--- src/rtl/jtag_host_pkg.sv ---
// Shared types and helpers for the JTAG host: op codes, FSM states, TMS preamble patterns
// and length clamping.
package jtag_host_pkg;

    localparam int unsigned MaxLen = 32;
    localparam int unsigned LenW   = 6;
    localparam int unsigned DataW  = 32;

    typedef enum logic [1:0] {
        OpReset   = 2'd0,
        OpIdle    = 2'd1,
        OpShiftIr = 2'd2,
        OpShiftDr = 2'd3
    } jtag_op_e;

    typedef enum logic [2:0] {
        StIdle,
        StPre,
        StShift,
        StPost,
        StDone
    } jtag_state_e;

    // TMS values sent LSB first, one per TCK, before any shift phase.
    typedef struct packed {
        logic [LenW-1:0] pat;
        logic [LenW-1:0] len;
    } preamble_t;

    function automatic logic [LenW-1:0] clamp_len(input logic [LenW-1:0] len);
        logic [LenW-1:0] r;
        r = len;
        if (len == '0) r = LenW'(1);
        else if (len > LenW'(MaxLen)) r = LenW'(MaxLen);
        return r;
    endfunction

    function automatic preamble_t preamble(input jtag_op_e op, input logic [LenW-1:0] len);
        preamble_t p;
        case (op)
            OpReset:   p = '{pat: 6'b011111, len: 6'd6};
            OpIdle:    p = '{pat: 6'b000000, len: len};
            OpShiftIr: p = '{pat: 6'b000011, len: 6'd4};
            default:   p = '{pat: 6'b000001, len: 6'd3};
        endcase
        return p;
    endfunction

endpackage

--- src/rtl/jtag_host_if.sv ---
// Command/response handshake between a controller and the JTAG host.
interface jtag_host_if;
    import jtag_host_pkg::*;

    logic             cmd_valid;
    logic             cmd_ready;
    jtag_op_e         cmd_op;
    logic [LenW-1:0]  cmd_len;
    logic [DataW-1:0] cmd_data;
    logic             rsp_valid;
    logic [DataW-1:0] rsp_data;

    modport master (
        output cmd_valid, cmd_op, cmd_len, cmd_data,
        input  cmd_ready, rsp_valid, rsp_data
    );

    modport slave (
        input  cmd_valid, cmd_op, cmd_len, cmd_data,
        output cmd_ready, rsp_valid, rsp_data
    );

endinterface

--- src/rtl/jtag_tck_gen.sv ---
// TCK divider: CLK_DIV clk cycles low then CLK_DIV high, with strobes marking the cycle tck
// first reads high (rise_stb) and the last cycle of each TCK period (fall_stb).
module jtag_tck_gen #(
    parameter int unsigned CLK_DIV = 2
) (
    input  logic clk,
    input  logic rst,
    input  logic run,
    output logic tck,
    output logic fall_stb,
    output logic rise_stb
);

    localparam int unsigned Period = 2 * CLK_DIV;
    localparam int unsigned CntW   = (Period > 1) ? $clog2(Period) : 1;

    localparam logic [CntW-1:0] PreRise = CntW'(CLK_DIV - 1);
    localparam logic [CntW-1:0] Rise    = CntW'(CLK_DIV);
    localparam logic [CntW-1:0] Last    = CntW'(Period - 1);

    logic [CntW-1:0] cnt_q;

    always_ff @(posedge clk) begin
        if (rst || !run) begin
            cnt_q <= '0;
            tck   <= 1'b0;
        end else begin
            cnt_q <= (cnt_q == Last) ? '0 : cnt_q + CntW'(1);
            if (cnt_q == PreRise) tck <= 1'b1;
            else if (cnt_q == Last) tck <= 1'b0;
        end
    end

    assign rise_stb = run && (cnt_q == Rise);
    assign fall_stb = run && (cnt_q == Last);

endmodule

--- src/rtl/jtag_host.sv ---
// JTAG initiator: accepts RESET/IDLE/SHIFT_IR/SHIFT_DR commands, walks the target TAP from
// Run-Test/Idle and back, and returns the TDO bits captured during the shift phase.
module jtag_host
    import jtag_host_pkg::*;
#(
    parameter int unsigned CLK_DIV = 2
) (
    input  logic        clk,
    input  logic        rst,
    jtag_host_if.slave  bus,
    output logic        tck,
    output logic        tms,
    output logic        tdi,
    input  logic        tdo,
    output logic        trst_n
);

    jtag_state_e      state_q;
    jtag_op_e         op_q;
    logic [LenW-1:0]  len_q;
    logic [DataW-1:0] data_q;
    preamble_t        pre_q;
    logic [LenW-1:0]  bit_cnt_q;
    logic [DataW-1:0] cap_q;
    logic             cmd_ready_q;
    logic             rsp_valid_q;
    logic [DataW-1:0] rsp_data_q;
    logic             tms_q;
    logic             tdi_q;
    logic             trst_n_q;

    logic fall_stb, rise_stb, run;

    assign run = (state_q == StPre) || (state_q == StShift) || (state_q == StPost);

    jtag_tck_gen #(
        .CLK_DIV(CLK_DIV)
    ) u_tck_gen (
        .clk      (clk),
        .rst      (rst),
        .run      (run),
        .tck      (tck),
        .fall_stb (fall_stb),
        .rise_stb (rise_stb)
    );

    logic            accept;
    logic [LenW-1:0] acc_len;
    preamble_t       acc_pre;
    logic [LenW-1:0] bit_nxt;
    logic            pre_last;
    logic            shift_last;
    logic            pre_tms;

    assign accept     = bus.cmd_valid && cmd_ready_q;
    assign acc_len    = clamp_len(bus.cmd_len);
    assign acc_pre    = preamble(bus.cmd_op, acc_len);
    assign bit_nxt    = bit_cnt_q + LenW'(1);
    assign pre_last   = (bit_cnt_q == pre_q.len - LenW'(1));
    assign shift_last = (bit_cnt_q == len_q - LenW'(1));
    assign pre_tms    = |(pre_q.pat & (LenW'(1) << bit_nxt));

    always_ff @(posedge clk) begin
        if (rst) begin
            state_q     <= StIdle;
            op_q        <= OpReset;
            len_q       <= '0;
            data_q      <= '0;
            pre_q       <= '0;
            bit_cnt_q   <= '0;
            cap_q       <= '0;
            cmd_ready_q <= 1'b0;
            rsp_valid_q <= 1'b0;
            rsp_data_q  <= '0;
            tms_q       <= 1'b1;
            tdi_q       <= 1'b0;
            trst_n_q    <= 1'b0;
        end else begin
            rsp_valid_q <= 1'b0;
            unique case (state_q)
                StIdle, StDone: begin
                    tms_q       <= 1'b0;
                    tdi_q       <= 1'b0;
                    trst_n_q    <= 1'b1;
                    cmd_ready_q <= 1'b1;
                    state_q     <= StIdle;
                    if (accept) begin
                        state_q     <= StPre;
                        op_q        <= bus.cmd_op;
                        len_q       <= acc_len;
                        data_q      <= bus.cmd_data;
                        pre_q       <= acc_pre;
                        bit_cnt_q   <= '0;
                        cap_q       <= '0;
                        cmd_ready_q <= 1'b0;
                        tms_q       <= acc_pre.pat[0];
                        trst_n_q    <= (bus.cmd_op != OpReset);
                    end
                end
                StPre: begin
                    if (fall_stb) begin
                        if (!pre_last) begin
                            bit_cnt_q <= bit_nxt;
                            tms_q     <= pre_tms;
                        end else if (op_q[1]) begin
                            // Both shift ops have bit 1 set in their op code.
                            state_q   <= StShift;
                            bit_cnt_q <= '0;
                            tms_q     <= (len_q == LenW'(1));
                            tdi_q     <= data_q[0];
                        end else begin
                            state_q     <= StDone;
                            rsp_valid_q <= 1'b1;
                            rsp_data_q  <= '0;
                            cmd_ready_q <= 1'b1;
                            tms_q       <= 1'b0;
                            trst_n_q    <= 1'b1;
                        end
                    end
                end
                StShift: begin
                    if (rise_stb) cap_q[bit_cnt_q[4:0]] <= tdo;
                    if (fall_stb) begin
                        if (shift_last) begin
                            state_q   <= StPost;
                            bit_cnt_q <= '0;
                            tms_q     <= 1'b1;
                            tdi_q     <= 1'b0;
                        end else begin
                            bit_cnt_q <= bit_nxt;
                            tms_q     <= (bit_nxt == len_q - LenW'(1));
                            tdi_q     <= data_q[bit_nxt[4:0]];
                        end
                    end
                end
                StPost: begin
                    if (fall_stb) begin
                        if (bit_cnt_q == '0) begin
                            bit_cnt_q <= LenW'(1);
                            tms_q     <= 1'b0;
                        end else begin
                            state_q     <= StDone;
                            rsp_valid_q <= 1'b1;
                            rsp_data_q  <= cap_q;
                            cmd_ready_q <= 1'b1;
                            tms_q       <= 1'b0;
                        end
                    end
                end
                default: state_q <= StIdle;
            endcase
        end
    end

    assign bus.cmd_ready = cmd_ready_q;
    assign bus.rsp_valid = rsp_valid_q;
    assign bus.rsp_data  = rsp_data_q;
    assign tms           = tms_q;
    assign tdi           = tdi_q;
    assign trst_n        = trst_n_q;

endmodule

--- src/flat_wrapper.sv ---
// flat-port wrapper written by rule: the top's interface ports become plain ports
module jtag_host_flat import jtag_host_pkg::*;
#(
    parameter int unsigned CLK_DIV = 2
)
  (clk, rst, tck, tms, tdi, tdo, trst_n, bus_cmd_valid, bus_cmd_op, bus_cmd_len, bus_cmd_data, bus_cmd_ready, bus_rsp_valid, bus_rsp_data);
  jtag_host_if bus_i ();
  input  logic clk;
  input  logic rst;
  output logic tck;
  output logic tms;
  output logic tdi;
  input  logic tdo;
  output logic trst_n;
  input wire logic [$bits(bus_i.cmd_valid)-1:0] bus_cmd_valid;
  input wire logic [$bits(bus_i.cmd_op)-1:0] bus_cmd_op;
  input wire logic [$bits(bus_i.cmd_len)-1:0] bus_cmd_len;
  input wire logic [$bits(bus_i.cmd_data)-1:0] bus_cmd_data;
  output wire logic [$bits(bus_i.cmd_ready)-1:0] bus_cmd_ready;
  output wire logic [$bits(bus_i.rsp_valid)-1:0] bus_rsp_valid;
  output wire logic [$bits(bus_i.rsp_data)-1:0] bus_rsp_data;
  assign bus_i.cmd_valid = bus_cmd_valid;
  assign bus_i.cmd_op = bus_cmd_op;
  assign bus_i.cmd_len = bus_cmd_len;
  assign bus_i.cmd_data = bus_cmd_data;
  assign bus_cmd_ready = bus_i.cmd_ready;
  assign bus_rsp_valid = bus_i.rsp_valid;
  assign bus_rsp_data = bus_i.rsp_data;
  jtag_host #(.CLK_DIV(CLK_DIV)) u_core (.clk(clk), .rst(rst), .bus(bus_i), .tck(tck), .tms(tms), .tdi(tdi), .tdo(tdo), .trst_n(trst_n));
endmodule
--- config.mk ---
export PLATFORM = sky130hd
export DESIGN_NAME = jtag_host_flat
export DESIGN_NICKNAME = d
export VERILOG_FILES = /design/src/rtl/jtag_host_pkg.sv /design/src/rtl/jtag_host_if.sv /design/src/rtl/jtag_tck_gen.sv /design/src/rtl/jtag_host.sv /design/src/flat_wrapper.sv
export SDC_FILE = /design/constraint.sdc
export NUM_CORES = 1
export LEC_CHECK = 0
export CORE_ASPECT_RATIO = 0.9
export CORE_MARGIN = 3
export CORE_UTILIZATION = 50
export DETAILED_ROUTE_END_ITERATION = 8
export DONT_BUFFER_PORTS = 1
export PLACE_DENSITY = 0.69
export SYNTH_ARGS = -nofsm -noshare
export SYNTH_HDL_FRONTEND = slang
export SYNTH_HIERARCHICAL = 1
export SYNTH_SLANG_ARGS = --single-unit
--- constraint.sdc ---
create_clock -name clk -period 3.1 [get_ports clk]
set_input_delay 0.62 -clock clk [delete_from_list [all_inputs] [get_ports clk]]
set_output_delay 0.62 -clock clk [all_outputs]
set_load 0.02 [all_outputs]
# [Yosys cells after proc, flatten, opt, wreduce, memory -nomap -nowiden]
# Cells that the tools add are included.
[totals] ff_bits=133 in_bits=44 output_inout_bits=38 elab_cells=149
[classes] addsub=4 order_cmp=4 n_eq_ne=25 n_shift=1 muxes=66 bitwise=1 reduce_logical=32
[op_table] cell="$mux W32" n=7
[op_table] cell="$pmux W32 S2" n=2
[op_table] cell="$mux W6" n=10
[op_table] cell="$pmux W11 S3" n=1
[op_table] cell="$bwmux W32" n=1
[op_table] cell="$mux W1" n=29
[op_table] cell="$pmux W6 S4" n=1
[op_table] cell="$mux W3" n=7
[op_table] cell="$eq A6 B6 Y1" n=3
[op_table] cell="$reduce_and A6 Y1" n=3
[op_table] cell="$ne A2 B1 Y1 const B" n=8
[op_table] cell="$logic_not A6 Y1" n=2
[op_table] cell="$lt A5 B6 Y1 const B" n=2
[op_table] cell="$pmux W3 S4" n=1
[op_table] cell="$sub A6 B1 Y6 const B" n=2
[op_table] cell="$reduce_bool A2 Y1" n=5
[op_table] cell="$reduce_and A4 Y1" n=2
[op_table] cell="$reduce_and A7 Y1" n=1
[op_table] cell="$add A6 B1 Y6 const B" n=1
[op_table] cell="$and A6 B6 Y6" n=1
[op_table] cell="$eq A2 B2 Y1 const B" n=3
[op_table] cell="$eq A3 B2 Y1 const B" n=2
[op_table] cell="$eq A6 B1 Y1 const B" n=1
[op_table] cell="$gt A6 B6 Y1 const B" n=1
[op_table] cell="25 further kinds" n=37

# [Longest topological paths before layout]
[depth] ltp_word=7 depth_mapped=12 ltp_nobuf=9

# [Cells and area by module]
# Netlist, hierarchy kept.
[modules_own_cells] module="jtag_host" instances=1 cells_per_inst=683 area_each_um2=5995.8 seq_area_each_um2=2522.4
[modules_own_cells] module="jtag_tck_gen" instances=1 cells_per_inst=16 area_each_um2=156.4 seq_area_each_um2=60.1

# [Worst setup path before layout]
# Ideal clock, no wire load.
[synth_timing] kind="reg2reg" startpoint="reg u_core.bit_cnt_q[0]" endpoint="reg u_core.tdi_q (netlist: u_core/tdi)" setup_ns=0.116 arrival_time_ns=3.281 t_required_ns=2.984 slack_ns=-0.297 stages_incl_launch_ff=12 path_buffers=4 synth_period_minus_slack_ns=3.397 cell_sequence="dfxtp_1 buf_2 buf_1 inv_1 ha_1 clkbuf_1 clkbuf_1 mux4_2 mux4_2 mux2i_1 nor2b_1 o211a_1"
[synth_between] elab_chain_len=6 elab_cells_between_ends=10 cone_classes="add/sub: 1; eq/ne: 3; mux: 5; reduce/logical: 1"
[synth_lines] item="from (decl)" line_no="jtag_host.sv:23" text="logic [LenW-1:0] bit_cnt_q;"
[synth_lines] item="from (signal assigned)" line_no="jtag_host.sv:103" text="bit_cnt_q <= bit_nxt;"
[synth_lines] item="from (signal assigned)" line_no="jtag_host.sv:130" text="bit_cnt_q <= bit_nxt;"
[synth_lines] item="from (signal assigned)" line_no="jtag_host.sv:139" text="bit_cnt_q <= LenW'(1);"
[synth_lines] item="$add A6 B1 Y6" line_no="jtag_host.sv:58" text="assign bit_nxt = bit_cnt_q + LenW'(1);"
[synth_lines] item="$bmux W1 S5" line_no="jtag_host.sv:132" text="tdi_q <= data_q[bit_nxt[4:0]];"
[synth_lines] item="$mux W1 (implied by the code)" line_no="jtag_host.sv:132"
[synth_lines] item="$mux W1" line_no="jtag_host.sv:124" text="if (shift_last) begin"
[synth_lines] item="$mux W1" line_no="jtag_host.sv:123" text="if (fall_stb) begin"
[synth_lines] item="$pmux W1 S3" line_no="jtag_host.sv:80" text="unique case (state_q)"
[synth_lines] item="to (signal assigned)" line_no="jtag_host.sv:110" text="tdi_q <= data_q[0];"
[synth_lines] item="to (signal assigned)" line_no="jtag_host.sv:132"
[synth_lines] item="to (decl)" line_no="jtag_host.sv:29" text="logic tdi_q;"
# Parallel ways exist; a longest one is shown, timed or not. The select of a mux whose other input is x is not followed.
# A chain may end at the register's enable or synchronous reset.

# [Worst setup path after layout]
[layout_timing] startpoint="reg u_core.state_q[1]" endpoint="reg u_core.rsp_data_q[0] (netlist: u_core/bus.rsp_data[0])"
[layout_between] elab_chain_len=6 elab_cells_between_ends=14 cone_classes="eq/ne: 8; mux: 1; reduce/logical: 5"
[layout_lines] item="from (decl)" line_no="jtag_host.sv:18" text="jtag_state_e state_q;"
[layout_lines] item="from (signal assigned)" line_no="jtag_host.sv:65" text="state_q <= StIdle;"
[layout_lines] item="from (signal assigned)" line_no="jtag_host.sv:86" text="state_q <= StIdle;"
[layout_lines] item="from (signal assigned)" line_no="jtag_host.sv:88" text="state_q <= StPre;"
[layout_lines] item="$eq A3 B1 Y1 or $eq A3 B2 Y1 (tied branches)" line_no="jtag_host.sv:34" text="assign run = (state_q == StPre) || (state_q == StShift) || (state_q == StPost);"
[layout_lines] item="$logic_or A1 B1 Y1" line_no="jtag_host.sv:34"
[layout_lines] item="$logic_or A1 B1 Y1 *" line_no="jtag_host.sv:34"
[layout_lines] item="named net u_core.run" line_no="jtag_host.sv:32" text="logic fall_stb, rise_stb, run;"
[layout_lines] item="$logic_and A1 B1 Y1 *" line_no="jtag_tck_gen.sv:35" text="assign fall_stb = run && (cnt_q == Last);"
[layout_lines] item="named net u_core.fall_stb" line_no="jtag_host.sv:32"
[layout_lines] item="$ne A2 B1 Y1 (no source line)"
[layout_lines] item="$reduce_and A6 Y1 (no source line) *"
[layout_lines] item="to (signal assigned)" line_no="jtag_host.sv:144" text="rsp_data_q <= cap_q;"
[layout_lines] item="to (decl)" line_no="jtag_host.sv:27" text="logic [DataW-1:0] rsp_data_q;"
# Mark *: on every way through the listed nets, which the timed path passes. The rest lies on a longest branch.

==> out/results.ini <==
[cts]
path_clk_slew_ns=0.05
insertion_delay_ns=0.42
cts_hold_buf=0
postCtsSetupBuffers=0
numCtsBuffers=17
htreeDepth=4
cts_tree=built
clockBufferDepth=2
cts_root_buf=clkbuf_16
ctsResizeCount=0
clock-sinks=129

[detailed_routing]
via_count=5148
wl_mm=15.0
wl_per_cell_um=17.8
drc_errors=0
drt_iter0_markers=375
dr.pass1.iters=5
ant_nets=0
via_per_inst=6.11

[layout]
drive_gt1_frac=0.106
final_common_cell=dfxtp_1
multi_input_area_mm2=0.00320
ff_latch_area_mm2=0.00258
n_antenna_cell=0
areaGrowthSynthToFinish_pct=10.2
final_cell_mix=dfxtp_1, nand2_1, a21oi_1, o21ai_0, a22o_1
fillCellCount=1035
nets=728

[synthesis]
syn-cell-area_mm2=0.00615
synth-seq-cells=129
synth_top_family_by_area=compound AO/OA/AOI/OAI gates
synth.distinct_cells=66
ys_warn_count=6
synth-adder-area-share=0.0203
synthCells=699
synth_compound_area_frac=0.256
yosysSeqAreaShare=0.420
synth_flop_cell=dfxtp_1
synth_xor_area_frac=0.0380
syn_nets=753
synth_edf_count=0
async_flop_share=0
avgSynthCellArea_um2=8.80
yosys.area_share.simple=0.166
synthMuxAreaShare=0.0382

[timing]
setup_violations=0
finClkSkew_ns=0.00671
worstMarginPinSlew_ns=0.936
period_minus_slack_ns=2.84
hold_slack_ns=0.295
rsz0062_at_grt=no
report.final.slew_viol_count=0
hold_viol=0
slew_headroom=0.373
fmax_mhz=353
tns_ns=0
fin_crit_sh=0.915

[outcome]
status=finished, final reports clean

[run]
cap_violations=0

[floorplanning]
fp.coreArea_mm2=0.0117
num_rows=37
die_area_mm2=0.0137
fp.dieH_um=111
chipWidth_um=123
start_util=0.525
ioPinCount=82

[critical_path]
crit_top_cell=nor2_1
crit_path_end_kind=flop
start_kind=flop
r2r_setup_slack_ns=0.26
crit_chain=nor2_1 -> nor2_1 -> and2_2 -> inv_1 -> nor2_1 -> a31oi_4 -> a22o_2
cp_max_fo=32
crit_required_ns=3.40
arrival_ns=3.14
slowest_delay_ns=0.65
cp_slowest_cell=dfxtp_1
setup.worst_path.class=reg -> reg

[placed_design]
portBuffers=0
place_congestion=0.955
dp_hpwl_mm=10.2

[worst_hold_path]
min_path_type=in -> reg

[power_and_ir_drop]
leakage_uw=0.00240
powerDensity_mw_per_mm2=718
worst_ir_drop_vdd_uv=520

[global_route]
grt_pass1_vias=4893
overflow=0
antenna_found_initial=0
grt_max_degree=91
grt_pass1_wl_mm=24.7
grt_usage=0.226

==> layer usage <==
metal | part of all wire | global-route usage | vias to the layer above | wire [um]
met4 | 0.014 | 0.0746 | 0 | 209
met2 | 0.45 | 0.336 | 201 | 6730
li1 | - | - | 2493 | -
met3 | 0.079 | 0.0750 | 23 | 1190
met1 | 0.46 | 0.309 | 2431 | 6870
met5 | 0 | 0 | - | 0
==> cells by family (layout without fill, tap and decap cells) <==
logic type               count (synthesis)  in the layout
AO/OA/AOI/OAI                          232            232
AND/OR/NAND/NOR                        212            212
flip-flops                             129            129
buffers and inverters                   80             67
XOR/XNOR                                25             25
multiplexers                            11             11
adder cells (fa/ha/maj)                 10             10
==> sequential cells by signal, indices dropped and copies added (netlist names), 2 cells and up <==
signal,cells
u_core/state_q,3
u_core/data_q,32
u_core/bit_cnt_q,6
u_core/u_tck_gen/cnt_q,2
u_core/cap_q,32
u_core/len_q,6
u_core/pre_q,9
u_core/bus.rsp_data,32
==> final timing paths <==
kind / start / end / cells after the start
worst max-delay path: u_core/state_q[1]$_SDFFE_PP0P_ / u_core/bus.rsp_data[0]$_SDFFE_PP0P_ / 7
worst min-delay path: bus_cmd_op[0] / u_core/pre_q[7]$_SDFFE_PP0P_ / 1
worst max register to register: u_core/state_q[1]$_SDFFE_PP0P_ / u_core/bus.rsp_data[0]$_SDFFE_PP0P_ / 7
worst min register to register: u_core/data_q[17]$_SDFFE_PP0P_ / u_core/data_q[17]$_SDFFE_PP0P_ / 2
==> cells in the mapped netlist, types with 14 or more instances <==
master      n  area share
xnor2_1    14       0.020
nor3_1     17       0.014
o21ai_0    35       0.028
inv_1      19       0.012
a21oi_1    71       0.058
clkbuf_1   40       0.024
a211oi_1   24       0.029
nand2_1    90       0.055
dfxtp_1   129        0.42
nor2_1     25       0.015
a22o_1     31       0.044
nand3_1    19       0.015
a31oi_1    24       0.024
==> worst max-delay path, delay by kind of cell, from the launching register on <==
family,cells,cell delay (ns)
and+or+nand+nor,4,1.22
AOI/OAI and AO/OA,2,0.74
DFF,1,0.65
buffers and inverters,1,0.09
==> per-stage QoR <==
stage | power (uW) | worst slack, ns | std cells | instance area, um2 | util
after floorplan | 2650 | 0.0270 | 699 | 6160 | -
after detailed placement | 2840 | 0.314 | 811 | 6180 | 0.527
after global placement | 2820 | 0.350 | 811 | 6180 | 0.527
after global routing | 5100 | 0.0163 | 842 | 6780 | 0.579
after CTS | 4880 | 0.294 | 842 | 6780 | 0.579
final | 4870 | 0.264 | 842 | 6780 | 0.579
==> where the power goes <==
| part | total (uW) | internal [uW] | leakage [uW] | switching, uW |
|---|---|---|---|---|
| combinational | 898 | 330 | 0.00107 | 568 |
| sequential | 1920 | 1780 | 0.00104 | 150 |
| clock | 2050 | 1320 | 0.000288 | 724 |
==> final cells by class <==
class	instances	area share
clock inverters	9	0.0194
clock buffers	22	0.0699
multi-input cells	490	0.472
inverters	19	0.0105
repair buffers	17	0.0188
flip-flops and latches	129	0.381
well taps	156	0.0288
Power figures use the tool's default switching activity.
